## src/rtl/ballot_unit.sv

```systemverilog
// ballot_unit: arms one vote per Ballot_en, debounces a single candidate key and casts it once.
// Define BALLOT_TIMEOUT_EN to compile in the armed-window timeout that forces LOCK.
module ballot_unit #(
    parameter int unsigned DEB_CYCLES = 4,
    parameter int unsigned TIMEOUT    = 1024
) (
    input  logic        clk,
    input  logic        rst_n,
    input  logic        Ballot_en,
    input  logic [14:0] Btn,
    output logic [3:0]  IN,
    output logic        Vote_valid,
    output logic        Ready,
    output logic        Multi_err,
    output logic [11:0] Vote_cnt
);
    typedef enum logic [2:0] {IDLE, ARMED, DEBOUNCE, CAST, LOCK} state_t;

    state_t      state, state_nx;
    logic        rst_meta, rst_sync_n;
    logic [7:0]  deb_cnt, deb_cnt_nx;
    logic [3:0]  code, code_nx, key_code;
    logic [14:0] held_mask;
    logic        single, multi, multi_armed, multi_prev, tmo_hit;
    logic [3:0]  in_nx;
    logic        vv_nx, ready_nx, me_nx;
    logic [11:0] cnt_nx;

    // Assertion takes effect at once; release passes two flops so the FSM starts on a clean edge.
    always_ff @(posedge clk or negedge rst_n) begin
        if (!rst_n) begin
            rst_meta   <= 1'b0;
            rst_sync_n <= 1'b0;
        end else begin
            rst_meta   <= 1'b1;
            rst_sync_n <= rst_meta;
        end
    end

    always_comb begin
        key_code = '0;
        for (int unsigned i = 0; i < 15; i++)
            if (Btn[i]) key_code = 4'(i + 1);
    end

    assign single    = (Btn != '0) && ((Btn & (Btn - 15'd1)) == '0);
    assign multi     = (Btn != '0) && !single;
    assign held_mask = (code == '0) ? '0 : (15'(1) << (code - 4'd1));

`ifdef BALLOT_TIMEOUT_EN
    logic [15:0] tmo_cnt;

    always_ff @(posedge clk or negedge rst_sync_n) begin
        if (!rst_sync_n)
            tmo_cnt <= '0;
        else if (state == IDLE)
            tmo_cnt <= '0;
        else if (state == ARMED || state == DEBOUNCE)
            tmo_cnt <= tmo_cnt + 16'd1;
    end

    assign tmo_hit = (state == ARMED || state == DEBOUNCE) && (tmo_cnt == 16'(TIMEOUT - 1));
`else
    assign tmo_hit = 1'b0;
`endif

    always_ff @(posedge clk or negedge rst_sync_n) begin
        if (!rst_sync_n) begin
            state      <= IDLE;
            deb_cnt    <= '0;
            code       <= '0;
            multi_prev <= 1'b0;
            IN         <= '0;
            Vote_valid <= 1'b0;
            Ready      <= 1'b0;
            Multi_err  <= 1'b0;
            Vote_cnt   <= '0;
        end else begin
            state      <= state_nx;
            deb_cnt    <= deb_cnt_nx;
            code       <= code_nx;
            multi_prev <= multi_armed;
            IN         <= in_nx;
            Vote_valid <= vv_nx;
            Ready      <= ready_nx;
            Multi_err  <= me_nx;
            Vote_cnt   <= cnt_nx;
        end
    end

    always_comb begin
        state_nx   = state;
        deb_cnt_nx = '0;
        code_nx    = code;
        case (state)
            IDLE:
                if (Ballot_en && Btn == '0) state_nx = ARMED;
            ARMED, DEBOUNCE: begin
                if (!Ballot_en)
                    state_nx = IDLE;
                else if (tmo_hit)
                    state_nx = LOCK;
                else if (state == ARMED) begin
                    if (single) begin
                        state_nx = DEBOUNCE;
                        code_nx  = key_code;
                    end
                end else if (Btn != held_mask)
                    state_nx = ARMED;
                else if (deb_cnt == 8'(DEB_CYCLES - 1))
                    state_nx = CAST;
                else
                    deb_cnt_nx = deb_cnt + 8'd1;
            end
            CAST:
                state_nx = LOCK;
            LOCK:
                if (Btn == '0 && !Ballot_en) state_nx = IDLE;
            default:
                state_nx = IDLE;
        endcase
    end

    // Vote outputs are taken from the CAST state itself, so they appear one edge after CAST is entered.
    always_comb begin
        multi_armed = (state == ARMED) && multi;
        me_nx       = multi_armed && !multi_prev;
        vv_nx       = (state == CAST);
        in_nx       = (state == CAST) ? code : '0;
        cnt_nx      = (state == CAST && Vote_cnt != '1) ? Vote_cnt + 12'd1 : Vote_cnt;
        ready_nx    = (state_nx == ARMED);
    end

endmodule

```

## config.mk

```make
export PLATFORM = sky130hd
export DESIGN_NAME = ballot_unit
export DESIGN_NICKNAME = d
export VERILOG_FILES = /design/src/rtl/ballot_unit.sv
export SDC_FILE = /design/constraint.sdc
export NUM_CORES = 1
export LEC_CHECK = 0
export ABC_CLOCK_PERIOD_IN_PS = 2300
export CAP_MARGIN = 15
export CORE_MARGIN = 10
export CORE_UTILIZATION = 35
export DETAILED_ROUTE_END_ITERATION = 10
export PLACE_DENSITY = 0.58
export SKIP_CTS_REPAIR_TIMING = 1
export SYNTH_ARGS = -nofsm -noshare
export SYNTH_HDL_FRONTEND = slang
export SYNTH_SLANG_ARGS = --single-unit
```

## constraint.sdc

```tcl
create_clock -name clk -period 2.3 [get_ports clk]
set_clock_uncertainty 0.15 [all_clocks]
set_input_delay 0.46 -clock clk [delete_from_list [all_inputs] [get_ports clk]]
set_output_delay 0.46 -clock clk [all_outputs]
set_load 0.01 [all_outputs]
```

Word level (Yosys, flattened, before mapping)

Cells that the tools add are included.
W data, S select, Z words.

Bits in registers: 37
Input bits: 18

Shift operators: 1
Bitwise gates (word level): 1
Equal/unequal tests: 8
Reductions and logical operators: 17
Multiplexer cells: 30
$add $sub $neg: 4

Operator list:

| kind                    | number |
|---|---|
| $mux W4                 | 15 |
| $mux W8                 | 5 |
| $logic_not A15 Y1       | 2 |
| $mux W3                 | 7 |
| $and A15 B15 Y15        | 1 |
| $mux W15                | 1 |
| $ne A15 B15 Y1          | 1 |
| $reduce_bool A15 Y1     | 1 |
| $shl A1 B4 Y15 const A  | 1 |
| $sub A15 B1 Y15 const B | 1 |
| $add A12 B1 Y12 const B | 1 |
| $ne A12 B12 Y1 const B  | 1 |
| $pmux W3 S4             | 1 |
| $add A8 B1 Y8 const B   | 1 |
| $eq A8 B2 Y1 const B    | 1 |
| $logic_and A1 B1 Y1     | 7 |
| $eq A3 B1 Y1 const B    | 2 |
| $eq A3 B2 Y1 const B    | 2 |
| $logic_not A4 Y1        | 1 |
| $reduce_and A4 Y1       | 1 |
| $sub A4 B1 Y4 const B   | 1 |
| $eq A3 B3 Y1 const B    | 1 |
| $logic_not A1 Y1        | 3 |
| $logic_not A3 Y1        | 1 |
| 2 further kinds         | 2 |

Logic depth before layout (Yosys ltp)

Gate-level depths: netlist (run 1).

Depth after elaboration: 15
Mapped depth: 9
Gate-level depth less buffers: 7

Worst setup path after synthesis (run 1)

Ideal clock, no wire load.

Path kind: input to register
From: input Btn[5]
To: register code[1]
Path slack: -0.119 ns
Stages: 8
Data arrival time: 2.144 ns
Cell sequence: buf_2 -> nor4_4 -> nand2_2 -> maj3_2 -> nor4_4 -> and3_1 -> buf_6 -> mux2_4

Longest elaborated chain between the ends: 10

RTL lines:

| what                                                                     | line | RTL |
|---|---|---|
| from (decl)                                                              | 10   | `input logic [14:0] Btn,` |
| parallel branches: the longest is 10 deep, another holds $sub A15 B1 Y15 | -    |  |
| to (signal assigned)                                                     | 81   | `code <= code_nx;` |
| to (decl)                                                                | 22   | `logic [3:0] code, code_nx, key_code;` |

Several ways; the timed one is not identified.
A chain may end at the register's enable or synchronous reset.

Worst setup path in the final report (run 1)

From: register code[3]
To: register state[0]

Longest elaborated chain between the ends: 8

RTL lines:

| what                 | line | RTL |
|---|---|---|
| $sub A4 B1 Y4        | 48   | `assign held_mask = (code == '0) ? '0 : (15'(1) << (code - 4'd1));` |
| $shl A1 B4 Y15       | 48   |  |
| $mux W15 *           | 48   |  |
| $ne A15 B15 Y1 *     | 108  | `end else if (Btn != held_mask)` |
| $mux W3 *            | 108  |  |
| $mux W3 *            | 103  | `else if (state == ARMED) begin` |
| $mux W3 *            | 99   | `if (!Ballot_en)` |
| $pmux W3 S4 *        | 95   | `case (state)` |
| net state_nx[0]      | 19   | `state_t state, state_nx;` |
| to (signal assigned) | 79   | `state <= state_nx;` |
| to (decl)            | 19   |  |

Mark *: on every way through the listed nets, which the timed path passes. The rest lies on a longest branch.

==> reports/results.txt, run 1 <==
status -> complete, no violations
die width -> 101 µm
gr usage total -> 11.7%
P_leak -> 1.54 nW
vias in the first global route -> 2008
worst hold margin -> 118 ps
Fin Setup TNS -> 0 ps
final worst path period share -> 95.7%
syn nets -> 260
Layout Nets -> 348
Synth Area per Inst -> 9.53 µm²
Clock Path Buffers -> 2
reg-to-reg endpoint -> state[0]
Max-cap violations -> 0
Synth area leader -> dfrtp_1
Rows -> 29
switching power -> 0.000299 W
CP Capture Type -> flip-flop
Root Driver -> clkbuf_8
WL/cell -> 15.0 µm
Post-Route Utilization -> 52.5%
first-pass GRT wire length -> 9630 µm
reg2reg setup slack -> 100 ps
DRC violations left -> 0
largest family of logic cells by synthesized area -> simple AND/OR/NAND/NOR gates
mux cell area share after synthesis -> 3.12%
Fmax achieved -> 454 MHz
fraction of layout cells with a size suffix above 1 -> 29.6%
core area -> 6350 µm²
Synth Area in Compound Gates -> 14.2%
Initial Util -> 36.0%
Vias/cell -> 5.21
largest net degree at the start of global routing -> 36
Post-synth ARST share -> 100%
Hold Path Class -> flip-flop to asynchronous set/reset pin
most frequent cells after synthesis -> 37 x dfrtp_1, 23 x nor2_1, 13 x nand2_1
Buf+Inv Stages, Crit Path -> 2
critical path, cell by cell -> buf_4 -> xor2_1 -> a211o_1 -> a22oi_1 -> nor4b_4 -> buf_4 -> nand3_1 -> a22o_1
dpl cell area -> 3100 µm²
clock tree from TritonCTS -> built
Critical Path RT -> 2330 ps
total routed wirelength -> 6060 µm
initial drt markers -> 112
pwr dens -> 382 nW/µm²
final-report hold violation count -> 0
Worst Setup EP -> state[0]
reg2reg start -> code[3]
Routed Antenna Nets -> 0
critical path depth -> 8
setup repair after global routing missed its margin -> false
Clock transition at path regs -> 70 ps
Critical Path AT -> 2230 ps
Crit-path slowest cell -> dfrtp_2
initial antenna violation count -> 0
vias -> 2109
internal power -> 0.000975 W
H-tree levels -> 2
Post-Synth Adder-Cell Area -> 2.02%
die area -> 10200 µm²
port bufs -> 36
peak supply drop -> 0.247 mV
CP dominant cell by count -> buf_4
Sink Count -> 37
antenna cells -> 0
EDFF count, synth -> 0
Comb power frac -> 13.3%
Ys Warns -> 0
die height -> 101 µm
synth top area cells -> dfrtp_1 40%, xor2_1 3.8%, nor2_1 3.8%
clock network fraction of design power -> 35.3%
top cell type's share of synthesized area -> 40.5%
worst-case reg-to-reg path depth -> 8
post-place setup slack -> -557 ps
Layout area overhead -> 45.8%
Crit path max-delay family -> compound AO/OA/AOI/OAI gates
detailed placer's ending HPWL -> 4690 µm
Worst path max stage delay -> 440 ps
synthesized-area fraction occupied by and/or/nand/nor cells -> 28.2%
Cells after Synth -> 240
DRT Pass-1 Iters -> 4
grt total ovfl -> 0
Setup WS post-layout -> 98.0 ps
total CTS buffers -> 5
GPL Wtd Cong -> 0.856
#FFs+latches synth -> 37
Clk Latency, worst-skew pair -> 290 ps
IO Pins -> 37
top_reg_cell synth -> dfrtp_1
net switching fraction of the power -> 23.5%
final instance area -> 3340 µm²
library cells used by synthesis -> 68
final max-slew violation count -> 0
critical path class -> flip-flop to flip-flop
CP Launch Type -> flip-flop
top-count cell post-synth -> dfrtp_1
XOR/XNOR Fraction of Synth Area -> 7.28%
sequential element share of the synthesized area -> 40.5%
crit path from -> code[3]
# fillers -> 575
Cell Area, Synth -> 2290 µm²
critical path peak fanout -> 9
Final Setup Violations -> 0
share of power burned in registers -> 51.4%
Period minus WS final -> 2200 ps
## per-layer routing
layer	routed length, µm	vias to the layer above	global-route usage, %
li1	-	1046	-
met1	2710	1014	14.6
met2	2980	42	19.0
met3	304	7	3.09
met4	68	0	3.80
met5	0	-	0
## state kept, by name, indices dropped and copies added, names as in the netlist
name and cells:
Multi_err 1, code 4, Vote_valid 1, state 3
multi_prev 1, Vote_cnt 12, deb_cnt 8, rst_meta 1
Ready 1, IN 4, rst_sync_n 1
## cell type report
| class | count | area [µm²] | share of cell area [%] |
|---|---|---|---|
| multi-input cells | 179 | 1360 | 40.8 |
| well taps | 77 | 96.3 | 2.89 |
| flip-flops and latches | 37 | 930 | 27.9 |
| clock buffers | 7 | 86.3 | 2.59 |
| inverters | 11 | 41.3 | 1.24 |
| repair buffers | 94 | 821 | 24.6 |
## through the flow
stage | total power (W) | cells
finish | 0.00127 | 405
global placement | 0.000829 | 394
floorplan | 0.000728 | 240
detailed placement | 0.000830 | 394
global route | 0.00133 | 405
CTS | 0.00128 | 401
## kinds of logic after synthesis
kind of cell / after synthesis
AOI/OAI and AO/OA: 46
xor gates and xnor gates: 19
adders and majority gates: 4
buffers and inverters: 24
DFF: 37
muxes: 6
other: 1
and+or+nand+nor: 103
## worst min path at each step
stage / startpoint / to / slack [ps]
floorplan: rst_n / rst_meta / 10
global placement: rst_sync_n / Vote_cnt[4] / 140
detailed placement: rst_sync_n / Vote_cnt[1] / 140
CTS: rst_sync_n / Vote_cnt[1] / 150
global route: rst_n / rst_meta / 170
finish: rst_sync_n / deb_cnt[4] / 120
## layout by cell type, fill, tap and decap left out, drive strengths merged, types with 3 or more instances in the layout
| cell | Yosys | layout |
|---|---|---|
| a21oi | 10 | 10 |
| a31oi | 4 | 4 |
| and2 | 4 | 4 |
| and3 | 3 | 3 |
| buf | 7 | 58 |
| clkbuf | 6 | 9 |
| clkdlybuf4s50 | 0 | 23 |
| dfrtp | 37 | 37 |
| dlymetal6s2s | 0 | 11 |
| inv | 11 | 11 |
| mux2 | 3 | 3 |
| mux2i | 3 | 3 |
| nand2 | 14 | 14 |
| nand2b | 3 | 3 |
| nand3 | 11 | 11 |
| nand4 | 6 | 6 |
| nand4b | 3 | 3 |
| nor2 | 23 | 23 |
| nor2b | 3 | 3 |
| nor3 | 9 | 9 |
| nor4 | 7 | 7 |
| nor4bb | 3 | 3 |
| o211ai | 3 | 3 |
| o21ai | 6 | 6 |
| o32a | 3 | 3 |
| xnor2 | 9 | 9 |
| xor2 | 10 | 10 |
## power by group through the flow
stage | logic, W | registers [W] | clock network (W)
after global routing | 0.000185 | 0.000655 | 0.000495
after floorplan | 0.0000529 | 0.000675 | 0
after CTS | 0.000164 | 0.000654 | 0.000464
after global placement | 0.000162 | 0.000667 | 0
final | 0.000170 | 0.000655 | 0.000449
after detailed placement | 0.000163 | 0.000667 | 0
(Power assumes the default switching activity.)
==> inputs of run 2 (changes only) <==
--- a/config.mk
+++ b/config.mk
@@ -11,6 +11,7 @@
 export CORE_UTILIZATION = 35
 export DETAILED_ROUTE_END_ITERATION = 10
 export PLACE_DENSITY = 0.58
+export SETUP_SLACK_MARGIN = 0.2
 export SKIP_CTS_REPAIR_TIMING = 1
 export SYNTH_ARGS = -nofsm -noshare
 export SYNTH_HDL_FRONTEND = slang
==> run 2 against run 1 <==
Effect of this change: fmax is 3.2% lower; critical path depth is 1 lower; non-clock buffer count is 12 higher; critical endpoint is now deb_cnt[6]; utilization is 3.8 points higher; critical path type unchanged.
==> reports/results.txt, run 2 (synthesis gave the netlist of run 1 again) <==
DRC violations left -> 0
die height -> 101 µm
clock tree from TritonCTS -> built
Layout Nets -> 360
Pwr Total -> 0.00140 W
Initial Util -> 36.0%
final max-slew violation count -> 0
P_leak -> 1.65 nW
reg2reg start -> code[3]
total routed wirelength -> 6410 µm
Fmax achieved -> 440 MHz
critical path class -> flip-flop to flip-flop
CP Launch Type -> flip-flop
GPL Wtd Cong -> 0.846
Rows -> 29
status -> complete, no violations
Largest regs -> Vote_cnt (12), deb_cnt (8)
port bufs -> 36
Routed Antenna Nets -> 0
max FFs per register -> 12
die area -> 10200 µm²
fraction of layout cells with a size suffix above 1 -> 38.7%
most common cell after layout, fill and taps aside -> buf_4
gr usage total -> 12.1%
core area -> 6350 µm²
initial drt markers -> 116
Root Driver -> clkbuf_8
H-tree levels -> 2
Max-cap violations -> 0
detailed placer's ending HPWL -> 4740 µm
WL/cell -> 15.3 µm
Cell Count, Final, Fillers Out -> 418
first-pass GRT wire length -> 10200 µm
grt total ovfl -> 0
cell count after placement -> 397
Period minus WS final -> 2270 ps
Hold Path Class -> flip-flop to asynchronous set/reset pin
die width -> 101 µm
Sink Count -> 37
initial antenna violation count -> 0
# fillers -> 561
register area -> 933 µm²
pwr dens -> 391 nW/µm²
largest net degree at the start of global routing -> 36
Vias/cell -> 5.21
Critical Path AT -> 2340 ps
most frequent cells in the layout -> 63 x buf_4, 31 x dfrtp_1, 22 x clkdlybuf4s50_1
Clk Latency, worst-skew pair -> 290 ps
total CTS buffers -> 5
critical path peak fanout -> 7
final-report hold violation count -> 0
reg-to-reg endpoint -> deb_cnt[6]
Layout area overhead -> 56.5%
reg2reg setup slack -> 30 ps
final worst path period share -> 98.9%
peak supply drop -> 0.318 mV
DRT Pass-1 Iters -> 4
Critical Path RT -> 2360 ps
IO Pins -> 37
Clock transition at path regs -> 80 ps
vias -> 2177
antenna cells -> 0
multi-input logic area -> 1440 µm²
Final Setup Violations -> 0
setup repair after global routing missed its margin -> true
Top reg by flops -> Vote_cnt
CP Capture Type -> flip-flop
vias in the first global route -> 2081
worst-case reg-to-reg path depth -> 7
Clock Path Buffers -> 2
-- run 2: cell types whose count changed in the layout (fill, tap and decap cells not counted), sizes merged --
| cell | previous run | this run |
|---|---|---|
| buf | 58 | 70 |
| bufinv | 0 | 1 |
| clkbuf | 9 | 6 |
| clkdlybuf4s50 | 23 | 22 |
| clkinv | 0 | 1 |
| clkinvlp | 0 | 1 |
| dlymetal6s2s | 11 | 13 |
-- run 2: through the flow --
step                TNS (ps)  hold slack, ps  util, %  setup slack [ps]  area, µm²
finish                     0             114     56.4              25.5       3580
global route            -396             167     56.4             -53.1       3580
CTS                    -2950             139     51.3              -294       3260
detailed placement     -8000             136     49.5              -599       3150
global placement       -7290             138     49.5              -488       3150
floorplan              -28.5            14.4        -             -14.3       2320
-- run 2: worst max path at each step --
stage            start          to  slack (ps)  cells past startpoint
2_1_floorplan   Btn[3]     code[1]         -10                      7
3_3_place_gp    Btn[4]     code[3]        -490                      7
3_5_place_dp    Btn[4]     code[1]        -600                      7
4_1_cts         Btn[4]     code[1]        -290                      7
5_1_grt        code[3]  deb_cnt[6]         -50                      7
6_report       code[3]  deb_cnt[6]          30                      7
-- run 2: layout make-up --
class	instances	area share, %
Sequential cell	37	26.1
Clock inverter	3	1.29
Tap cell	77	2.69
Clock buffer	5	1.92
Multi-Input combinational cell	179	40.3
Timing Repair Buffer	106	26.5
Inverter	11	1.15
-- run 2: routing by layer --
| layer | GRT usage (%) | wire [µm] | up-vias |
|---|---|---|---|
| li1 | - | - | 1075 |
| met1 | 16.3 | 2900 | 1052 |
| met2 | 18.8 | 3150 | 44 |
| met3 | 3.50 | 324 | 6 |
| met4 | 2.39 | 42 | 0 |
| met5 | 0 | 0 | - |
-- run 2: critical path, stage by stage, from the launching register on --
cell     delay [ps]
dfrtp_2         470
or4b_4          560
mux2i_4         160
a21oi_2          90
nor4b_4         310
buf_4           180
nand4_4         140
nor2_1          140
-- run 2: where the power goes --
group	internal [W]	total, W	switching [W]
sequential	0.000652	0.000655	0.00000210
clock	0.000324	0.000567	0.000242
combinational	0.0000916	0.000180	0.0000880
total	0.00107	0.00140	0.000332
==> inputs of run 3 (changes only) <==
--- a/config.mk
+++ b/config.mk
@@ -5,10 +5,11 @@
 export SDC_FILE = /design/constraint.sdc
 export NUM_CORES = 1
 export LEC_CHECK = 0
-export ABC_CLOCK_PERIOD_IN_PS = 2300
-export CAP_MARGIN = 15
+export ABC_CLOCK_PERIOD_IN_PS = 2500
+export CAP_MARGIN = 30
 export CORE_MARGIN = 10
 export CORE_UTILIZATION = 35
+export CTS_BUF_LIST = sky130_fd_sc_hd__clkbuf_2 sky130_fd_sc_hd__clkbuf_4 sky130_fd_sc_hd__clkbuf_8
 export DETAILED_ROUTE_END_ITERATION = 10
 export PLACE_DENSITY = 0.58
 export SETUP_SLACK_MARGIN = 0.2
==> constraint.sdc (replaced) <==
create_clock -name clk -period 2.5 [get_ports clk]
set_clock_uncertainty 0.15 [all_clocks]
set_input_delay 0.5 -clock clk [delete_from_list [all_inputs] [get_ports clk]]
set_output_delay 0.5 -clock clk [all_outputs]
set_load 0.01 [all_outputs]
==> run 3 against run 2 <==
Effect of this change: first-iteration DRC count grew 29%; critical path depth is the same; register-to-register slack gained 220 ps; utilization shrank 3.2 points; wire length shrank 5.6%; clock power shrank 26%; combinational power shrank 9%; sequential share of layout area grew 1.4 points; total power shrank 15%; fmax grew 0.93%; cell area shrank 5.7%; via count shrank 4.1%; critical endpoint is now state[0]; highest routed layer unchanged.
==> reports/results.txt, run 3 (synthesis gave the netlist of run 1 again) <==
final max-slew violation count -> 0
setup repair after global routing missed its margin -> false
IO Pins -> 37
Worst path max stage delay -> 560 ps
DRC violations left -> 0
Vias/cell -> 5.17
Rows -> 29
DR WL met3 -> 308 µm
most frequent cells in the layout -> 51 x buf_4, 35 x dfrtp_1, 21 x nor2_1, 21 x clkdlybuf4s50_1
Crit path max-delay family -> simple AND/OR/NAND/NOR gates
Final Setup Violations -> 0
Critical Path AT -> 2270 ps
total CTS buffers -> 5
Buf+Inv Stages, Crit Path -> 1
Root Driver -> clkbuf_8
Initial Util -> 36.0%
CP Capture Type -> flip-flop
H-tree levels -> 2
peak supply drop -> 0.285 mV
DRT Pass-1 Iters -> 4
status -> complete, no violations
final-report hold violation count -> 0
Hold Path Class -> flip-flop to asynchronous set/reset pin
die area -> 10200 µm²
detailed placer's ending HPWL -> 4510 µm
core area -> 6350 µm²
Pwr Total -> 0.00119 W
worst hold margin -> 26.0 ps
initial drt markers -> 150
vias in the first global route -> 2052
total routed wirelength -> 6050 µm
gr usage total -> 11.7%
Period minus WS final -> 2250 ps
die width -> 101 µm
Layout Nets -> 347
Routed Antenna Nets -> 0
Sink Count -> 37
antenna cells -> 0
grt total ovfl -> 0
WL met1 -> 2800 µm
Clock transition at path regs -> 70 ps
critical path, cell by cell -> or4b_1 -> mux2i_1 -> a21oi_2 -> nor4b_4 -> buf_4 -> nand3_1 -> a22o_1
critical path class -> flip-flop to flip-flop
fraction of layout cells with a size suffix above 1 -> 30.0%
initial antenna violation count -> 0
P_leak -> 1.57 nW
GPL Wtd Cong -> 0.879
Layout area overhead -> 47.6%
final worst path period share -> 90.1%
most common cell after layout, fill and taps aside -> buf_4
pwr dens -> 353 nW/µm²
Top reg by flops -> Vote_cnt
largest net degree at the start of global routing -> 27
Crit-path slowest cell -> or4b_1
die height -> 101 µm
Fmax achieved -> 444 MHz
critical path peak fanout -> 7
clock tree from TritonCTS -> built
port bufs -> 36
Critical Path RT -> 2510 ps
DR top layer -> met4
vias -> 2088
Clock Path Buffers -> 2
Fin Setup TNS -> 0 ps
WL/cell -> 15.0 µm
first-pass GRT wire length -> 9900 µm
met2 routed WL -> 2920 µm
max FFs per register -> 12
Clk Latency, worst-skew pair -> 280 ps
CP Launch Type -> flip-flop
# fillers -> 566
Max-cap violations -> 0
Largest regs -> Vote_cnt (12), deb_cnt (8)
-- run 3: worst paths after layout --
kind                       startpoint          to  slack (ps)  depth (start not counted)
hold / removal             rst_sync_n  deb_cnt[2]          30                          0
max in group asynchronous  rst_sync_n     code[3]        1490                          1
min in group clk             rst_meta  rst_sync_n         200                          0
hold reg to reg            rst_sync_n  deb_cnt[2]          30                          0
setup reg to reg              code[2]    state[0]         250                          7
setup / recovery              code[2]    state[0]         250                          7
-- run 3: where the power goes --
| group | total [W] | leakage (nW) | switching [W] | internal [W] |
|---|---|---|---|---|
| registers | 0.000605 | 0.486 | 0.00000451 | 0.000601 |
| logic | 0.000164 | 1.03 | 0.0000806 | 0.0000836 |
| clock network | 0.000421 | 0.0477 | 0.000191 | 0.000229 |
-- run 3: metal layers --
| layer | up-vias | track usage, % |
|---|---|---|
| met2 | 55 | 19.1 |
| met3 | 2 | 2.61 |
| met4 | 0 | 2.83 |
| met1 | 984 | 15.2 |
| li1 | 1047 | - |
| met5 | - | 0 |
-- run 3: per-stage QoR --
step                instance area (µm²)  utilization [%]  instances  worst slack (ps)
global placement                   3040             47.9        386              -349
detailed placement                 3040             47.9        386              -382
finish                             3380             53.2        404               247
global route                       3380             53.2        404               169
floorplan                          2310                -        240               131
CTS                                3130             49.3        393             -89.8
-- run 3: final cells by class --
class	count	area, µm²	share of cell area, %
Inverter	11	41.3	1.22
Timing Repair Buffer	93	827	24.5
Tap cell	77	96.3	2.85
Sequential cell	37	928	27.5
Multi-Input combinational cell	179	1390	41.3
Clock buffer	7	90.1	2.67
